## src/rtl/note_judge.sv

```systemverilog
// note_judge: beat-timed judging stage of the Finger-Dancer core.
// Pulls one 4-lane note per beat, shows next/current note on LED, and
// judges the player's lane switch toggles into a BCD score, combo and lives.
//
// Upstream handshake: a note transfers only on a cycle where note_ready and
// note_valid are both high. note_ready is a one-cycle strobe (LOAD cycle and
// every beat tick in PLAY); note_valid low on a strobe inserts an empty note
// and marks the end of the stream.
`timescale 1ns/1ps
module note_judge #(
   parameter int unsigned BEAT_DIV = 25_000_000,
   parameter int unsigned LIVES    = 3
) (
   input  logic        board_clk,
   input  logic        rst_btn,
   input  logic        start,
   input  logic [3:0]  SW,
   input  logic        note_valid,
   input  logic [3:0]  note_lanes,
   output logic        note_ready,
   output logic [7:0]  LED,
   output logic [15:0] score,
   output logic [3:0]  count,
   output logic        game,
   output logic        cout,
   output logic [1:0]  state_o
);

   localparam int unsigned BW         = (BEAT_DIV > 1) ? $clog2(BEAT_DIV) : 1;
   localparam logic [BW-1:0] BEAT_LAST = BW'(BEAT_DIV - 1);
   localparam logic [3:0]   LIVES_INIT = 4'(LIVES);

   typedef enum logic [1:0] {
      S_IDLE = 2'd0,
      S_LOAD = 2'd1,
      S_PLAY = 2'd2,
      S_OVER = 2'd3
   } state_t;

   state_t         state_q, state_d;
   logic [BW-1:0]  beat_q, beat_d;
   logic [3:0]     cur_q, cur_d;
   logic [3:0]     nxt_q, nxt_d;
   logic           end_q, end_d;
   logic [15:0]    score_q, score_d;
   logic [3:0]     combo_q, combo_d;
   logic [3:0]     count_q, count_d;
   logic [3:0]     mask_q, mask_d;
   logic [3:0]     sync1_q, sync2_q, prev_q;

   logic [3:0]     sw_edge;
   logic [3:0]     judge_mask;
   logic           tick;
   logic           hit;
   logic           miss;

   // Add 1 or 2 to a 4-digit BCD value; overflow past 9999 clamps to 9999.
   function automatic logic [15:0] bcd_add(input logic [15:0] a, input logic [1:0] inc);
      logic [15:0] r;
      logic [4:0]  d;
      logic [4:0]  add;
      r   = '0;
      add = {3'b000, inc};
      for (int i = 0; i < 4; i++) begin
         d = {1'b0, a[i*4 +: 4]} + add;
         if (d > 5'd9) begin
            r[i*4 +: 4] = 4'(d - 5'd10);
            add         = 5'd1;
         end else begin
            r[i*4 +: 4] = d[3:0];
            add         = 5'd0;
         end
      end
      if (add != 5'd0) r = 16'h9999;
      return r;
   endfunction

   assign sw_edge    = sync2_q ^ prev_q;
   assign judge_mask = mask_q | sw_edge;
   assign tick       = (state_q == S_PLAY) && (beat_q == BEAT_LAST);

   // Switch path: two-flop synchronizer followed by a previous-value register for edge detection.
   always_ff @(posedge board_clk or negedge rst_btn) begin
      if (!rst_btn) begin
         sync1_q <= '0;
         sync2_q <= '0;
         prev_q  <= '0;
      end else begin
         sync1_q <= SW;
         sync2_q <= sync1_q;
         prev_q  <= sync2_q;
      end
   end

   // State and game registers.
   always_ff @(posedge board_clk or negedge rst_btn) begin
      if (!rst_btn) begin
         state_q <= S_IDLE;
         beat_q  <= '0;
         cur_q   <= '0;
         nxt_q   <= '0;
         end_q   <= 1'b0;
         score_q <= '0;
         combo_q <= '0;
         count_q <= LIVES_INIT;
         mask_q  <= '0;
      end else begin
         state_q <= state_d;
         beat_q  <= beat_d;
         cur_q   <= cur_d;
         nxt_q   <= nxt_d;
         end_q   <= end_d;
         score_q <= score_d;
         combo_q <= combo_d;
         count_q <= count_d;
         mask_q  <= mask_d;
      end
   end

   // Next-state logic: load, beat counting, judging and note shifting.
   always_comb begin
      state_d    = state_q;
      beat_d     = beat_q;
      cur_d      = cur_q;
      nxt_d      = nxt_q;
      end_d      = end_q;
      score_d    = score_q;
      combo_d    = combo_q;
      count_d    = count_q;
      mask_d     = mask_q;
      note_ready = 1'b0;
      cout       = 1'b0;
      hit        = 1'b0;
      miss       = 1'b0;

      unique case (state_q)
         S_IDLE, S_OVER: begin
            if (start) state_d = S_LOAD;
         end

         S_LOAD: begin
            note_ready = 1'b1;
            nxt_d      = note_valid ? note_lanes : 4'h0;
            end_d      = ~note_valid;
            cur_d      = '0;
            score_d    = '0;
            combo_d    = '0;
            count_d    = LIVES_INIT;
            mask_d     = '0;
            beat_d     = '0;
            state_d    = S_PLAY;
         end

         S_PLAY: begin
            mask_d = judge_mask;
            beat_d = beat_q + BW'(1);
            if (tick) begin
               cout       = 1'b1;
               note_ready = 1'b1;
               beat_d     = '0;

               if (cur_q != 4'h0) begin
                  if (judge_mask == cur_q) hit  = 1'b1;
                  else                     miss = 1'b1;
               end else if (judge_mask != 4'h0) begin
                  miss = 1'b1;
               end

               if (hit) begin
                  score_d = bcd_add(score_q, (combo_q >= 4'd4) ? 2'd2 : 2'd1);
                  combo_d = (combo_q == 4'd15) ? 4'd15 : combo_q + 4'd1;
               end
               if (miss) begin
                  count_d = (count_q != 4'd0) ? count_q - 4'd1 : 4'd0;
                  combo_d = '0;
               end

               cur_d  = nxt_q;
               nxt_d  = note_valid ? note_lanes : 4'h0;
               end_d  = end_q | ~note_valid;
               mask_d = '0;

               // Out of lives, or stream already ended and nothing left to judge.
               if ((miss && count_q <= 4'd1) || (end_q && nxt_q == 4'h0 && nxt_d == 4'h0))
                  state_d = S_OVER;
            end
         end

         default: state_d = S_IDLE;
      endcase
   end

   assign LED     = {nxt_q, cur_q};
   assign score   = score_q;
   assign count   = count_q;
   assign game    = (state_q == S_PLAY);
   assign state_o = state_q;

endmodule
```

## config.mk

```make
export PLATFORM = sky130hd
export DESIGN_NAME = note_judge
export DESIGN_NICKNAME = d
export VERILOG_FILES = /design/src/rtl/note_judge.sv
export SDC_FILE = /design/constraint.sdc
export NUM_CORES = 1
export LEC_CHECK = 0
export BUFFER_PORTS_ARGS = -buffer_cell sky130_fd_sc_hd__buf_2
export CAP_MARGIN = 5
export CORE_MARGIN = 2
export CORE_UTILIZATION = 24
export CTS_CLUSTER_DIAMETER = 150
export DETAILED_ROUTE_END_ITERATION = 6
export HOLD_SLACK_MARGIN = 0.05
export PLACE_DENSITY = 0.47
export SLEW_MARGIN = 20
export SYNTH_ARGS = -nofsm -noshare
export SYNTH_HDL_FRONTEND = slang
export SYNTH_SLANG_ARGS = --single-unit
```

## constraint.sdc

```tcl
create_clock -name board_clk -period 13.7 [get_ports board_clk]
set_clock_uncertainty 0.2 [all_clocks]
set_input_delay 3.425 -clock board_clk [delete_from_list [all_inputs] [get_ports board_clk]]
set_output_delay 3.425 -clock board_clk [all_outputs]
set_load 0.02 [all_outputs]
```

# Word level (Yosys, flattened, before mapping)
# Index checks and enable logic that the tools add are counted.
[word_totals]
inputBits = 12
wordCells = 125
output_inout_bits = 33
memories = 0
latch_bits = 0
mem_bits_ro = 0
ram_bits = 0
reg_bits = 76
[op_classes]
shift = 0
n_mux = 61
reduce_logical = 19
mul = 0
n_eq_ne = 12
order_cmp = 6
div = 0
add_sub_neg = 11
bitwise = 4
[op_table]
columns = ["cell", "n"]
rows = [
  ["2-to-1 mux 4 bit", 15],
  ["2-to-1 mux 5 bit", 12],
  ["case mux 25 bit (2 select lines)", 1],
  ["2-to-1 mux 16 bit", 3],
  ["case mux 4 bit (2 select lines)", 5],
  ["case mux 16 bit (2 select lines)", 1],
  ["adder 25 x 1 -> 25 bit, second input constant", 1],
  ["equality test 25 bit, second input constant", 1],
  ["2-to-1 mux 25 bit", 1],
  ["greater-than comparator 5 x 4 -> 1 bit, second input constant", 4],
  ["2-to-1 mux 1 bit", 16],
  ["subtractor 4 bit, second input constant", 4],
  ["adder 4 x 5 -> 5 bit", 3],
  ["AND reduction 3 bit", 4],
  ["nonzero test 4 bit", 3],
  ["zero test 4 bit", 2],
  ["2-to-1 mux 2 bit", 4],
  ["inequality test 2 x 1 -> 1 bit, second input constant", 4],
  ["case mux 2 bit (3 select lines)", 1],
  ["adder 4 x 2 -> 5 bit", 1],
  ["nonzero test 5 bit", 1],
  ["adder 4 x 1 -> 4 bit, second input constant", 1],
  ["equality test 2 bit, second input constant", 2],
  ["equality test 4 bit", 1],
  ["18 further kinds", 22],
]

# Longest topological paths before layout
# Gate-level depths: netlist of run 1.
[logic_depth]
ltp_word = 33
depth_mapped = 26
depth_no_buf = 25

# Worst setup path before layout of run 1
# OpenSTA, ideal clock, no wires.
[synth_path]
path_kind = "register -> output"
start = "reg state_q[0], in the netlist state_o[0]"
end = "out note_ready"
t_required_ns = 10.075
t_arrival_ns = 1.782
setup_slack_ns = 8.293
stages_incl_launch_ff = 6
cell_sequence = "dfrtp_1 > inv_1 > ha_1 > clkbuf_1 > nand4_2 > a21oi_1"
[synth_via]
elab_chain_len = 4
elab_cells_between_ends = 5
[synth_lines]
columns = ["item", "line_no", "rtl"]
rows = [
  ["start, declared", "40", "state_t state_q, state_d;"],
  ["start signal, assigned", "108", "state_q <= state_d;"],
  ["equality test 2 bit *", "--", ""],
  ["named net game", "24", "output logic game,"],
  ["logical AND 1 bit", "80", "assign tick = (state_q == S_PLAY) && (beat_q == BEAT_LAST);"],
  ["2-to-1 mux 1 bit", "157", "if (tick) begin"],
  ["case mux 1 bit (2 select lines) *", "136", "unique case (state_q)"],
  ["end, declared", "20", "output logic note_ready,"],
]
# The timed path passes the listed nets; every way through them passes the cells marked *.

# Final worst setup path of run 1
[layout_path]
start = "reg combo_q[3]"
end = "reg score_q[7], in the netlist score[7]"
[layout_via]
elab_chain_len = 31
elab_cells_between_ends = 33
[layout_lines]
columns = ["item", "line_no", "rtl"]
rows = [
  ["start, declared", "46", "logic [3:0] combo_q, combo_d;"],
  ["start signal, assigned", "114", "combo_q <= combo_d;"],
  ["greater-or-equal comparator 4 x 3 -> 1 bit *", "170", "score_d = bcd_add(score_q, (combo_q >= 4'd4) ? 2'd2 : 2'd1);"],
  ["2-to-1 mux 2 bit *", "170", ""],
  ["adder 4 x 2 -> 5 bit *", "65", "d = {1'b0, a[i*4 +: 4]} + add;"],
  ["greater-than comparator 5 x 4 -> 1 bit *", "66", "if (d > 5'd9) begin"],
  ["2-to-1 mux 1 bit *", "66", ""],
  ["2-to-1 mux 5 bit *", "169", "if (hit) begin"],
  ["2-to-1 mux 5 bit *", "157", ""],
  ["2-to-1 mux 5 bit *", "136", ""],
  ["(+15 left out)", "--", ""],
  ["2-to-1 mux 5 bit", "169", ""],
  ["2-to-1 mux 5 bit", "157", ""],
  ["2-to-1 mux 5 bit", "136", ""],
  ["nonzero test 5 bit", "74", "if (add != 5'd0) r = 16'h9999;"],
  ["2-to-1 mux 16 bit *", "74", ""],
  ["2-to-1 mux 16 bit *", "169", ""],
  ["2-to-1 mux 16 bit *", "157", ""],
  ["case mux 16 bit (2 select lines) *", "136", ""],
  ["end signal, assigned", "113", "score_q <= score_d;"],
  ["end, declared", "45", "logic [15:0] score_q, score_d;"],
]
# Every way passes the cells marked *; elsewhere a longest branch is shown, timed or not. The select of a mux whose other input is x is not followed.
# A chain may end at the register's enable or synchronous reset.

==> results.cfg, run 1 <==
[die]
start_util = 0.243
rows = 49
fp.dieW_microns = 138
die_h_microns = 138
core_sq_um = 17800
die-area_sq_um = 19100
pin_count = 45

[pwr]
clkPwrFrac = 0.373
p_sw_mw = 0.243
p_leak_nw = 2.25
p_comb_frac = 0.258
p_sw_frac = 0.350
p_seq_frac = 0.368
cellInternalPower_mw = 0.451
ir_worst_vdd_uv = 67.9
power.density_nw_per_um2 = 137

[layout]
stdcell_count = 742
drive_gt1_frac = 0.144
fin_nets = 537
syn_to_final_growth_pct = 17.2
diodes = 0
regArea_sq_um = 1900
fillers = 1891
multi_input_area_sq_um = 2230
utilization = 0.284

[detailed_routing]
ant_nets = 0
via_per_inst = 4.87
drc = 0
drt_iter0_drc = 256
vias = 3616
wl_per_cell_microns = 14.5
drtPass1Iterations = 4
drt-total-wl_microns = 10800

[place]
dp_cells = 727
routabilityCongestion = 0.762
dp_hpwl_microns = 7540
port_buffers = 44
post-place-ws_ns = 7.61

[cts]
root_buffer = clkbuf_16
cts.repair.resized = 0
numCtsBuffers = 9
clkSinkCount = 76
clk_pin_slew_ns = 0.06
clk_latency_ns = 0.34
cts_hold_buf = 0
post-cts-setup-buffer-count = 0
h-tree-depth = 3
cts_tree = done
clockBufferDepth = 2

[critical_path]
reg2reg_to = score[7]
reg2reg_from = combo_q[3]
crit_slowest_cell = o22ai_1
arrival_ns = 6.13
critPathRequiredTime_ns = 13.71
path_cells = or2_2 > ha_1 > a21o_1 > nand2_1 > xor2_1 > o21ai_0 > ha_1 > ha_1 > nand2b_1 > a41oi_1 > a21oi_1 > ha_1 > ha_1 > nand2b_1 > mux2i_1 > a21oi_1 > ha_1 > ha_1 > nand2_1 > o21a_1 > o22ai_1 > o21ai_0 > a31oi_1 > o21ai_1
cp_top_family = compound AO/OA/AOI/OAI gates
worstRegToRegCells = 24
cp_max_fo = 9
path_buf_inv = 0
cp-end-kind = flip-flop
r2r_slack_ns = 7.58
critPathMaxStageDelay_ns = 0.59
path_class = reg -> reg
startpoint_type = flip-flop
path_common_cell = ha_1

[yosys]
yosysWarnings = 0
seq_area_frac_synth = 0.441
syn-cell-area_sq_um = 4310
synth_cell_types = 63
ys_seq_elements = 76
synth_area_per_cell_sq_um = 9.08
synth_edf_count = 0
syn_inst = 475
synth-async-reset-ratio = 1.00
syn-num-nets = 503
ys.flop_type = dfrtp_1

[worst_hold_path]
hold_class = reg -> reg
min_from = sync1_q[3]
hold_path_end = sync2_q[3]
hold_depth = 0

[global_routing]
antenna_found_initial = 0
grt_pass1_vias = 3589
gr-total-overflow = 0
grt_pass1_wl_microns = 18200
grt_use_total = 0.117
grt_max_degree = 67

[sta]
slew_violations = 0
slew_headroom = 0.286
rsz0062_at_grt = false
setup_viol = 0
tns_ns = 0
finalHoldViolations = 0
worst_pin_slew_ns = 1.07
final.min_clock_period_ns = 6.12
period_share = 0.447
timing.fmax_ghz = 0.163
layout_setup_ws_ns = 7.58

[flow_run]
drv_cap = 0

[run_status]
status = completed
==> worst max path at each step <==
stage / start / slack [ns] / cells past startpoint / endpoint
after global routing: combo_q[3] / 6.97 / 24 / score[7]
after detailed placement: combo_q[2] / 7.61 / 24 / score[7]
final: combo_q[3] / 7.58 / 24 / score[7]
after CTS: combo_q[3] / 7.57 / 24 / score[7]
after global placement: combo_q[2] / 7.88 / 24 / score[7]
after floorplan: state_o[0] / 8.29 / 5 / note_ready
==> routing by layer <==
metal	global-route usage	part of all wire	vias to the layer above
met4	0.0467	0.013	0
met5	0	0	-
met2	0.191	0.47	71
met3	0.0291	0.034	9
met1	0.150	0.48	1770
li1	-	-	1766
==> power groups by stage <==
stage          Combinational [mW]  Sequential (mW)  Clock, mW
5_1_grt                     0.201            0.258      0.278
3_5_place_dp                0.185            0.260          0
2_1_floorplan               0.119            0.266          0
6_report                    0.179            0.256      0.259
4_1_cts                     0.185            0.256      0.269
3_3_place_gp                0.182            0.259          0
==> per-stage QoR <==
stage / power (mW) / instance area, sq um / hold WS (ns)
2_1_floorplan: 0.385 / 4310 / 0.131
3_3_place_gp: 0.441 / 4740 / 0.134
3_5_place_dp: 0.444 / 4740 / 0.136
4_1_cts: 0.710 / 5050 / 0.150
5_1_grt: 0.737 / 5050 / 0.153
6_report: 0.694 / 5050 / 0.146
==> cells by family after synthesis <==
kind of cell / Yosys count / share of synthesized area
buffers and inverters: 43 / 0.0406
and+or+nand+nor: 200 / 0.242
adders and majority gates: 16 / 0.0481
AOI/OAI and AO/OA: 105 / 0.154
muxes: 7 / 0.0162
DFF: 76 / 0.441
xor gates and xnor gates: 28 / 0.0568
==> cell type report <==
cell class                 instances  area share
multi-input combinational        356       0.442
sequential                        76       0.377
tap                              229      0.0567
clock buffer                      11      0.0480
timing repair buffer              46      0.0470
inverter                          20      0.0149
clock inverter                     4      0.0146
==> flip-flops by register name (all words and copies together), names as in the netlist <==
name	cells
beat_q	25
score	16
combo_q	4
count	4
cur_q	4
mask_q	4
nxt_q	4
prev_q	4
sync1_q	4
sync2_q	4
state_o	2
end_q	1
==> cells in the final DEF (no fill, tap or decap), drive strengths merged, types with 12 or more instances in the layout <==
master,Yosys,final
a21oi,31,31
and3,12,12
buf,4,46
dfrtp,74,74
ha,15,15
inv,20,20
nand2,45,45
nand3,37,37
nor2,45,45
o21ai,29,29
xnor2,12,12
xor2,16,16
==> synth_stat cells (all sizes together) (2+ instances only) <==
library cell | instances | area share
a21oi | 31 | 0.036
nor4b | 2 | 0.0041
xnor2 | 12 | 0.024
o41ai | 2 | 0.0041
nand4b | 2 | 0.0041
nor2b | 5 | 0.0073
nor4 | 4 | 0.013
clkbuf | 19 | 0.017
and3 | 12 | 0.017
nand4 | 10 | 0.016
a31oi | 4 | 0.0058
mux2i | 7 | 0.016
nand2 | 45 | 0.039
dfstp | 2 | 0.012
or4b | 3 | 0.0087
o21ai | 29 | 0.034
or4 | 2 | 0.0035
a21boi | 2 | 0.0035
o31ai | 3 | 0.0052
dfrtp | 74 | 0.43
a311oi | 2 | 0.0041
o21a | 4 | 0.0070
o211ai | 2 | 0.0035
or3 | 5 | 0.0073
nand2b | 7 | 0.010
nand3b | 3 | 0.0052
ha | 15 | 0.044
buf | 4 | 0.0067
o22ai | 2 | 0.0029
a41oi | 2 | 0.0041
xor2 | 16 | 0.032
and2 | 2 | 0.0029
nor2 | 45 | 0.039
nand3 | 37 | 0.043
nor3 | 11 | 0.014
a22o | 5 | 0.010
inv | 20 | 0.017
o2bb2ai | 3 | 0.0061
or2 | 3 | 0.0044
(Power assumes the default switching activity.)
==> run 2, diff against run 1 <==
- clock period: 13.7 -> 5.7 ns (I/O delays scaled with it)
==> results.cfg, run 2 (synthesis gave the netlist of run 1 again) <==
[detailed_routing]
via_per_inst = 4.86
ant_nets = 0
wl_per_cell_microns = 14.4
drtPass1Iterations = 4
drt_iter0_drc = 188
drc = 0
vias = 3623
drt-total-wl_microns = 10700

[die]
fp.dieW_microns = 138
die_h_microns = 138
rows = 49
start_util = 0.243
core_sq_um = 17800
pin_count = 45
die-area_sq_um = 19100

[worst_hold_path]
hold_path_end = sync2_q[3]
min_from = sync1_q[3]
hold_class = reg -> reg
hold_depth = 0

[run_status]
status = completed

[critical_path]
path_class = reg -> reg
cp-end-kind = flip-flop
path_cells = or2_2 > inv_1 > ha_1 > fa_2 > nor2_1 > o21ai_0 > ha_2 > ha_1 > nand2b_1 > a41oi_1 > a21oi_2 > ha_1 > ha_2 > nor2b_1 > a21oi_1 > a21oi_2 > ha_1 > ha_2 > o21a_1 > o22a_1 > a311oi_2 > a21oi_1
r2r_slack_ns = 0.29
startpoint_type = flip-flop
worstRegToRegCells = 22
reg2reg_to = score[3]
reg2reg_from = combo_q[2]
critPathMaxStageDelay_ns = 0.51
path_common_cell = ha_1
path_buf_inv = 1
cp_top_family = adder cells
critPathRequiredTime_ns = 5.68
arrival_ns = 5.39
crit_slowest_cell = fa_2
cp_max_fo = 9

[layout]
syn_to_final_growth_pct = 18.4
diodes = 0
final_common_cell = dfrtp_1
drive_gt1_frac = 0.167
largest_register_ffs = 25
regMostFlops = beat_q
fin_nets = 539
final_cell_mix = dfrtp_1 (74), nor2_1 (45), nand2_1 (45)

[sta]
setup_viol = 0
final.min_clock_period_ns = 5.41
slew_headroom = 0.312
slew_violations = 0
rsz0062_at_grt = true
hold-worst-slack_ns = 0.147
layout_setup_ws_ns = 0.291
worst_pin_slew_ns = 1.03
finalHoldViolations = 0
period_share = 0.949
timing.fmax_ghz = 0.185

[global_routing]
grt_use_total = 0.118
grt_max_degree = 77
grt_pass1_vias = 3664
grt_pass1_wl_microns = 18400
gr-total-overflow = 0
antenna_found_initial = 0

[cts]
clkSinkCount = 76
cts_hold_buf = 0
numCtsBuffers = 9
clk_latency_ns = 0.34
post-cts-setup-buffer-count = 0
cts_tree = done
clockBufferDepth = 2
clk_pin_slew_ns = 0.06
root_buffer = clkbuf_16
cts.repair.resized = 0
h-tree-depth = 3

[pwr]
p_leak_nw = 2.24
power.density_nw_per_um2 = 326
ir_worst_vdd_uv = 184

[place]
post-place-ws_ns = 0.127
routabilityCongestion = 0.822
port_buffers = 44
dp_hpwl_microns = 7580

[flow_run]
drv_cap = 0
## run 2: cell types whose count changed in the layout (fill, tap and decap cells not counted), moves of 2 or more
cell / before / now
ha_2: 0 / 3
clkinvlp_4: 0 / 2
a311oi_1: 2 / 0
inv_6: 0 / 2
a311oi_2: 0 / 2
a21oi_2: 0 / 2
ha_1: 15 / 12
a21oi_1: 31 / 29
## run 2: layer usage
metal / global-route usage / share of wire / vias up
met5: 0 / 0 / -
met4: 0.0322 / 0.013 / 0
met2: 0.198 / 0.48 / 72
met3: 0.0364 / 0.043 / 14
met1: 0.146 / 0.47 / 1758
li1: - / - / 1779
## run 2: how the worst max path moves through the flow
| stage | start | endpoint | slack, ns | depth (start not counted) |
|---|---|---|---|---|
| after CTS | combo_q[2] | score[11] | 0.11 | 23 |
| after global routing | combo_q[2] | score[1] | -0.08 | 24 |
| after global placement | combo_q[2] | score[3] | 0.35 | 23 |
| final | combo_q[2] | score[3] | 0.29 | 22 |
| after detailed placement | combo_q[2] | score[11] | 0.13 | 23 |
| after floorplan | combo_q[2] | score[7] | 0.42 | 25 |
## run 2: power breakdown
group          leakage, nW  internal [mW]  switching (mW)  total [mW]
clock                0.152          0.386           0.242       0.627
combinational         1.08          0.109           0.313       0.421
sequential            1.01          0.582          0.0337       0.616
## run 2: final cells by class
class                      instances  area [sq um]
clock inverter                     7          97.6
timing repair buffer              48           256
sequential                        76          1900
multi-input combinational        356          2260
tap                              229           287
inverter                          20          75.1
clock buffer                       9           225
fill                            1888         12700
## run 2: stage by stage
| step | TNS, ns | std cells | utilization | total power, mW | area, sq um |
|---|---|---|---|---|---|
| after floorplan | 0 | 475 | - | 0.925 | 4310 |
| after CTS | 0 | 745 | 0.286 | 1.69 | 5080 |
| after global routing | -0.402 | 745 | 0.287 | 1.77 | 5110 |
| final | 0 | 745 | 0.287 | 1.66 | 5110 |
| after global placement | 0 | 729 | 0.267 | 1.05 | 4750 |
| after detailed placement | 0 | 729 | 0.267 | 1.06 | 4750 |
